## config.mk

```make
export PLATFORM = sky130hd
export DESIGN_NAME = simple_decomp_flat
export DESIGN_NICKNAME = d
export VERILOG_FILES = /design/src/rtl/simple_decomp_if.sv /design/src/rtl/simple_decomp.sv /design/src/flat_wrapper.sv
export SDC_FILE = /design/constraint.sdc
export NUM_CORES = 1
export LEC_CHECK = 0
export CORE_MARGIN = 2
export CORE_UTILIZATION = 57
export CTS_BUF_LIST = sky130_fd_sc_hd__clkbuf_8
export DETAILED_ROUTE_END_ITERATION = 6
export PLACE_DENSITY = 0.9
export SYNTH_ARGS = -nofsm -noshare
export SYNTH_HDL_FRONTEND = slang
export SYNTH_SLANG_ARGS = --single-unit
```

## constraint.sdc

```tcl
create_clock -name clk -period 3.2 [get_ports clk]
set_input_delay 0.64 -clock clk [delete_from_list [all_inputs] [get_ports clk]]
set_output_delay 0.64 -clock clk [all_outputs]
set_load 0.005 [all_outputs]
```

## src/rtl/simple_decomp_if.sv

```systemverilog
// Valid/ready bus for simple_decomp: operand input side, result output side and delivered-result count.
interface simple_decomp_if #(
  parameter int unsigned WIDTH     = 16,
  parameter int unsigned CNT_WIDTH = 16
);
  logic [WIDTH-1:0]     d_in;
  logic [WIDTH-1:0]     b_in;
  logic [WIDTH-1:0]     c_in;
  logic                 in_valid;
  logic                 in_ready;
  logic [WIDTH-1:0]     a_out;
  logic                 underflow_out;
  logic                 out_valid;
  logic                 out_ready;
  logic [CNT_WIDTH-1:0] count_out;

  // Producer/consumer side.
  modport master (
    output d_in, b_in, c_in, in_valid, out_ready,
    input  in_ready, a_out, underflow_out, out_valid, count_out
  );

  // Pipeline side.
  modport slave (
    input  d_in, b_in, c_in, in_valid, out_ready,
    output in_ready, a_out, underflow_out, out_valid, count_out
  );
endinterface

```

## src/rtl/simple_decomp.sv

```systemverilog
// Two-stage pipelined subtractor recovering a = d - c - b from a registered add chain,
// with per-result borrow flag and a wrap-around delivered-result counter.
module simple_decomp #(
  parameter int unsigned WIDTH     = 16,
  parameter int unsigned CNT_WIDTH = 16
) (
  input  logic           clk,
  input  logic           rst,
  simple_decomp_if.slave bus
);

  localparam int unsigned XW = WIDTH + 1;

  logic                 s1_valid_q, s1_valid_d;
  logic [WIDTH-1:0]     s1_diff_q,  s1_diff_d;
  logic                 s1_borrow_q, s1_borrow_d;
  logic [WIDTH-1:0]     s1_b_q,     s1_b_d;

  logic                 s2_valid_q, s2_valid_d;
  logic [WIDTH-1:0]     s2_diff_q,  s2_diff_d;
  logic                 s2_uf_q,    s2_uf_d;

  logic [CNT_WIDTH-1:0] cnt_q, cnt_d;

  logic                 s1_adv_c;
  logic                 s2_adv_c;
  logic                 out_xfer_c;
  logic [XW-1:0]        sub1_c;
  logic [XW-1:0]        sub2_c;

  // Advance/hold decisions and next-state values; the extra MSB of each difference is its borrow.
  always_comb begin
    s2_adv_c    = !s2_valid_q || bus.out_ready;
    s1_adv_c    = !s1_valid_q || s2_adv_c;
    out_xfer_c  = s2_valid_q && bus.out_ready;
    sub1_c      = XW'({1'b0, bus.d_in}) - XW'({1'b0, bus.c_in});
    sub2_c      = XW'({1'b0, s1_diff_q}) - XW'({1'b0, s1_b_q});

    s1_valid_d  = s1_valid_q;
    s1_diff_d   = s1_diff_q;
    s1_borrow_d = s1_borrow_q;
    s1_b_d      = s1_b_q;
    s2_valid_d  = s2_valid_q;
    s2_diff_d   = s2_diff_q;
    s2_uf_d     = s2_uf_q;
    cnt_d       = cnt_q;

    if (s1_adv_c) begin
      s1_valid_d  = bus.in_valid;
      s1_diff_d   = sub1_c[WIDTH-1:0];
      s1_borrow_d = sub1_c[WIDTH];
      s1_b_d      = bus.b_in;
    end

    if (s2_adv_c) begin
      s2_valid_d = s1_valid_q;
      s2_diff_d  = sub2_c[WIDTH-1:0];
      s2_uf_d    = s1_borrow_q | sub2_c[WIDTH];
    end

    if (out_xfer_c) begin
      cnt_d = cnt_q + CNT_WIDTH'(1);
    end
  end

  always_ff @(posedge clk or posedge rst) begin
    if (rst) begin
      s1_valid_q  <= 1'b0;
      s1_diff_q   <= '0;
      s1_borrow_q <= 1'b0;
      s1_b_q      <= '0;
      s2_valid_q  <= 1'b0;
      s2_diff_q   <= '0;
      s2_uf_q     <= 1'b0;
      cnt_q       <= '0;
    end else begin
      s1_valid_q  <= s1_valid_d;
      s1_diff_q   <= s1_diff_d;
      s1_borrow_q <= s1_borrow_d;
      s1_b_q      <= s1_b_d;
      s2_valid_q  <= s2_valid_d;
      s2_diff_q   <= s2_diff_d;
      s2_uf_q     <= s2_uf_d;
      cnt_q       <= cnt_d;
    end
  end

  // in_ready is combinational from out_ready so a full pipe still streams at one per cycle.
  assign bus.in_ready      = s1_adv_c;
  assign bus.a_out         = s2_diff_q;
  assign bus.underflow_out = s2_uf_q;
  assign bus.out_valid     = s2_valid_q;
  assign bus.count_out     = cnt_q;

endmodule

```

## src/flat_wrapper.sv

```systemverilog
// flat-port wrapper written by rule: the top's interface ports become plain ports
module simple_decomp_flat 
#(
  parameter int unsigned WIDTH     = 16,
  parameter int unsigned CNT_WIDTH = 16
)
  (clk, rst, bus_d_in, bus_b_in, bus_c_in, bus_in_valid, bus_out_ready, bus_in_ready, bus_a_out, bus_underflow_out, bus_out_valid, bus_count_out);
  simple_decomp_if #(.WIDTH(WIDTH), .CNT_WIDTH(CNT_WIDTH)) bus_i ();
  input  logic clk;
  input  logic rst;
  input wire logic [$bits(bus_i.d_in)-1:0] bus_d_in;
  input wire logic [$bits(bus_i.b_in)-1:0] bus_b_in;
  input wire logic [$bits(bus_i.c_in)-1:0] bus_c_in;
  input wire logic [$bits(bus_i.in_valid)-1:0] bus_in_valid;
  input wire logic [$bits(bus_i.out_ready)-1:0] bus_out_ready;
  output wire logic [$bits(bus_i.in_ready)-1:0] bus_in_ready;
  output wire logic [$bits(bus_i.a_out)-1:0] bus_a_out;
  output wire logic [$bits(bus_i.underflow_out)-1:0] bus_underflow_out;
  output wire logic [$bits(bus_i.out_valid)-1:0] bus_out_valid;
  output wire logic [$bits(bus_i.count_out)-1:0] bus_count_out;
  assign bus_i.d_in = bus_d_in;
  assign bus_i.b_in = bus_b_in;
  assign bus_i.c_in = bus_c_in;
  assign bus_i.in_valid = bus_in_valid;
  assign bus_i.out_ready = bus_out_ready;
  assign bus_in_ready = bus_i.in_ready;
  assign bus_a_out = bus_i.a_out;
  assign bus_underflow_out = bus_i.underflow_out;
  assign bus_out_valid = bus_i.out_valid;
  assign bus_count_out = bus_i.count_out;
  simple_decomp #(.WIDTH(WIDTH), .CNT_WIDTH(CNT_WIDTH)) u_core (.clk(clk), .rst(rst), .bus(bus_i));
endmodule
```

== After elaboration in Yosys (flattened, before gate mapping) ==
Index checks and enable logic that the tools add are counted.

* Add/sub/neg operators: 3
* Reductions and logical operators: 5
* Bitwise operators: 1

{| class="wikitable"
|+ Operators with widths
! kind !! number
|-
| subtractor 16 x 16 -> 17 bit || 2
|-
| adder 16 x 1 -> 16 bit, second input constant || 1
|-
| zero test 1 bit || 2
|-
| logical OR 1 bit || 2
|-
| logical AND 1 bit || 1
|-
| bitwise OR 1 bit || 1
|}

* Bits of input ports: 52
* Flip-flop bits (word level): 68
* Word-level logic and storage cells: 17

== Logic depth before layout (Yosys ltp) ==
* Word-level depth: 3
* Depth in mapped cells: 10

== Worst setup path after synthesis ==
Ideal clock, no wire load.

* Kind: input to register
* From: input bus_c_in[8]
* To: register u_core.s1_diff_q[15]
* Path buffers: 0
* Arrival: 2.220 ns
* Library setup time: 0.127 ns
* Slack: 0.853 ns
* Stages on the path: 9
* Cells stage by stage: inv_1 ha_1 a21o_1 a21oi_2 o21ai_2 a221o_2 a21oi_2 mux2i_1 nand3_1

* Longest elaborated chain between the ends: 1

{| class="wikitable"
|+ Ends and longest elaborated chain
! item !! RTL line !! RTL
|-
| start: declaration || flat_wrapper.sv:13 || <nowiki>input wire logic [$bits(bus_i.c_in)-1:0] bus_c_in;</nowiki>
|-
| subtractor 16 x 16 -> 17 bit || simple_decomp.sv:36 || <nowiki>sub1_c = XW'({1'b0, bus.d_in}) - XW'({1'b0, bus.c_in});</nowiki>
|-
| end signal: assignment || simple_decomp.sv:78 || <nowiki>s1_diff_q <= s1_diff_d;</nowiki>
|-
| end: declaration || simple_decomp.sv:15 || <nowiki>logic [WIDTH-1:0] s1_diff_q, s1_diff_d;</nowiki>
|}

No other way between the ends.
A chain may end at the register's enable or synchronous reset.

== Final worst setup path ==
* From: input bus_d_in[0]
* To: register u_core.s1_diff_q[14]

* Longest elaborated chain between the ends: 1

{| class="wikitable"
|+ Ends and longest elaborated chain
! item !! RTL line !! RTL
|-
| start: declaration || flat_wrapper.sv:11 || <nowiki>input wire logic [$bits(bus_i.d_in)-1:0] bus_d_in;</nowiki>
|-
| subtractor 16 x 16 -> 17 bit || simple_decomp.sv:36 ||
|}

No other way between the ends.

==> flow_summary_export.csv <==
group,metric,value,unit
timing,fin_crit,2.76,ns
worst_hold_path,min_to,"u_core.bus.out_valid",
clock_network,path_clk_slew,0.07,ns
worst_setup_path,reg2reg_slack,0.78,ns
global_routing,globalRouteTotalUtil,0.243,
worst_setup_path,critPathBufInv,2,
worst_setup_path,setup.worst_path.class,"in -> reg",
clock_network,clock_sink_count,68,
timing,hold_viol,0,
detailed_routing,drt_drc_violations_left,0,
floorplanning,coreArea,6870,um2
logic_synthesis,ys.flop_type,"dfrtp_1",
timing,clock_skew,0.00760,ns
floorplanning,num_rows,30,
finish,num_antenna_cells,0,
timing,fmax,362,MHz
timing,rsz0062_at_grt,"false",
floorplanning,fp.dieH,88.6,um
floorplanning,die-area,7850,um2
finish,seq_area,1700,um2
clock_network,cts-buffers-inserted,9,
clock_network,root_buffer,"clkbuf_8",
worst_setup_path,r2r_start,"u_core.s1_b_q[0]",
worst_setup_path,critPathArrivalTime,3.02,ns
global_routing,grt_pass1_wl,14800,um
worst_hold_path,hp-class,"reg -> reg",
pwr,cellPowerDensity,633,nW/um2
clock_network,ctsResizeCount,0,
logic_synthesis,yosys_warnings,0,
logic_synthesis,ys_ff_latch,68,
placement,place_ws,0.0708,ns
logic_synthesis,synth_cells,441,
clock_network,ctsHoldBuffers,0,
detailed_routing,wl,9060,um
placement,portBuffers,86,
timing,setup_viol,0,
detailed_routing,viasPerCell,5.44,
worst_hold_path,hold_start,"u_core.s1_valid_q",
worst_setup_path,rr_worst_depth,9,
logic_synthesis,synth_fp_nets,528,
worst_hold_path,hold_depth,1,
clock_network,cts_tree,"done",
logic_synthesis,synthDistinctLibCells,50,
detailed_routing,wire_per_inst,14.3,um
timing,hold_ws,0.457,ns
run,drv_cap,0,
floorplanning,die_x,88.6,um
global_routing,grt_overflow,0,
pwr,max-vdd-ir-drop,0.000285,V
logic_synthesis,yosysSeqAreaShare,0.417,
global_routing,grt_max_degree,55,
timing,worst_pin_slew,0.724,ns
detailed_routing,dr.pass1.iters,5,
detailed_routing,via_count,3442,
finish,fin_util,0.772,
logic_synthesis,synthTopCellsByArea,"dfrtp_1 42%, ha_1 10%, xnor2_1 4.5%, o21ai_0 4.2%, nand2_1 4.0%",
worst_setup_path,critPathMaxFanout,3,
finish,layout-drive-gt1-share,0.0726,
worst_setup_path,cp_top_family,"compound AO/OA/AOI/OAI gates",
floorplanning,start_util,0.594,
timing,finalCritPeriodShare,0.862,
worst_setup_path,start_kind,"primary input",
worst_setup_path,cpMaxStageDelayCell,"clkdlybuf4s50_1",
clock_network,cts.path.max_buffers,2,
timing,slew_viol_final,0,
clock_network,ctsHtreeMaxLevel,3,
finish,fillers,462,
clock_network,clock_latency,0.34,ns
worst_setup_path,crit_chain,"clkdlybuf4s50_1 > inv_1 > ha_1 > fa_1 > nor2b_1 > o31a_1 > o211ai_2 > a21boi_0 > o22ai_2 > xor2_1 > o21ai_0",
finish,stdcell_area,5300,um2
global_routing,grt_pass1_vias,3437,
finish,multi_input_area,2190,um2
detailed_routing,first_iter_violations,138,
timing,finalSetupTns,0,ns
logic_synthesis,synth.avg_cell_area,9.25,um2
logic_synthesis,synth_edf_count,0,
logic_synthesis,synth_top_area_cell,"dfrtp_1",
clock_network,post_cts_buffers,0,
placement,dp_hpwl,6640,um
placement,gp_congestion,0.847,
placement,placed_cell_area,5050,um2
outcome,status,"completed",
logic_synthesis,syn-cell-area,4080,um2
finish,nets,619,
pwr,p_leak,2.43,nW
worst_setup_path,worst_path_largest_cell_delay,0.45,ns
global_routing,antenna_found_initial,0,
floorplanning,io-pin-count,87,
timing,slew_headroom,0.517,
logic_synthesis,async_flop_share,1.00,
logic_synthesis,netlist.area_leader.share,0.417,
worst_setup_path,required,3.46,ns
worst_setup_path,r2r_end,"u_core.bus.a_out[12]",
timing,setup_slack,0.441,ns
finish,syn_to_final_growth,29.9,%
detailed_routing,drt.antenna.violating_nets,0,
worst_setup_path,endpoint_kind,"flip-flop",
## layer usage
layer  up-vias  routed length (um)  GRT usage
met2       115                4490      0.415
met3        19                 468     0.0401
met5         -                   0          0
met4         0                 221      0.125
li1       1688                   -          -
met1      1620                3890      0.295
## logic make-up after synthesis
logic type / count (synthesis) / synth area share
DFF: 68 / 0.417
AOI/OAI and AO/OA: 110 / 0.176
buffers and inverters: 48 / 0.0457
xor gates and xnor gates: 37 / 0.0794
muxes: 4 / 0.0104
adders and majority gates: 35 / 0.111
and+or+nand+nor: 139 / 0.160
## worst max path at each step
stage | endpoint | depth (start not counted) | start | slack, ns
finish | u_core.s1_diff_q[14] | 11 | bus_d_in[0] | 0.44
global route | u_core.s1_diff_q[14] | 11 | bus_d_in[0] | 0.32
CTS | u_core.s1_diff_q[14] | 11 | bus_d_in[0] | 0.43
detailed placement | u_core.s1_diff_q[14] | 11 | bus_d_in[0] | 0.07
global placement | u_core.s1_diff_q[14] | 11 | bus_d_in[0] | 0.20
floorplan | u_core.bus.a_out[0] | 1 | rst | 0.85
## flip-flops by register name, summed over array words and instances (netlist names)
| name | cells |
|---|---|
| u_core.s1_diff_q | 16 |
| u_core.s1_borrow_q | 1 |
| u_core.bus.out_valid | 1 |
| u_core.s1_valid_q | 1 |
| u_core.bus.a_out | 16 |
| u_core.bus.count_out | 16 |
| u_core.s1_b_q | 16 |
| u_core.bus.underflow_out | 1 |
## placed cells by master, fill, tap and decap left out, types with 2 or more instances in the layout
cell,Yosys,layout
inv_1,36,35
nand2b_1,9,9
nor3_1,4,4
a22oi_1,2,2
mux2_2,2,2
buf_4,0,5
o31ai_1,2,2
fa_1,2,2
nand3_1,13,13
nor3b_1,6,6
o21ai_0,34,34
xor2_1,16,16
o21a_1,6,6
a21oi_2,2,2
a21o_1,7,7
clkbuf_8,0,10
or3_1,4,4
nor2_1,39,39
clkdlybuf4s50_1,0,86
nor2b_1,8,8
a21oi_1,32,32
xnor2_1,21,21
mux2i_1,2,2
a211oi_1,4,4
o21ai_1,2,2
bufinv_16,0,3
dfrtp_1,68,68
and2_1,2,2
inv_2,1,2
o31a_1,2,2
ha_1,33,33
nand2_1,44,44
a31oi_1,2,2
o41ai_2,2,2
and3_1,5,5
o21ba_2,2,2
## metrics by stage
step | power, W | cells
final | 0.00335 | 633
after global routing | 0.00357 | 633
after CTS | 0.00336 | 633
after detailed placement | 0.00247 | 617
after global placement | 0.00241 | 617
after floorplan | 0.00195 | 441
## Yosys cell counts (2+ instances only)
library cell / count
or3_1: 4
clkbuf_1: 6
a21oi_2: 2
xnor2_1: 21
buf_2: 5
and2_1: 2
nor3b_1: 6
xor2_1: 16
mux2i_1: 2
a31oi_1: 2
inv_1: 36
a22oi_1: 2
nand2_1: 44
a211oi_1: 4
nand3_1: 13
a21o_1: 7
o31ai_1: 2
o21ba_2: 2
nor2b_1: 8
o21a_1: 6
nand2b_1: 9
o21ai_1: 2
o21ai_0: 34
a21oi_1: 32
nor3_1: 4
o31a_1: 2
nor2_1: 39
ha_1: 33
fa_1: 2
and3_1: 5
o41ai_2: 2
mux2_2: 2
dfrtp_1: 68
## area by class of cell
class                   count  area share
clock buffers              10      0.0260
clock inverters             6      0.0210
inverters                  37      0.0262
multi-input cells         325       0.414
flip-flops and latches     68       0.321
well taps                  96      0.0227
repair buffers             91       0.169
## report_power, final
| part | internal, W | switching, W |
|---|---|---|
| Combinational | 0.000676 | 0.000596 |
| Sequential | 0.00107 | 0.000145 |
| Clock | 0.000539 | 0.000333 |
| Total | 0.00228 | 0.00107 |
(Power assumes the default switching activity.)
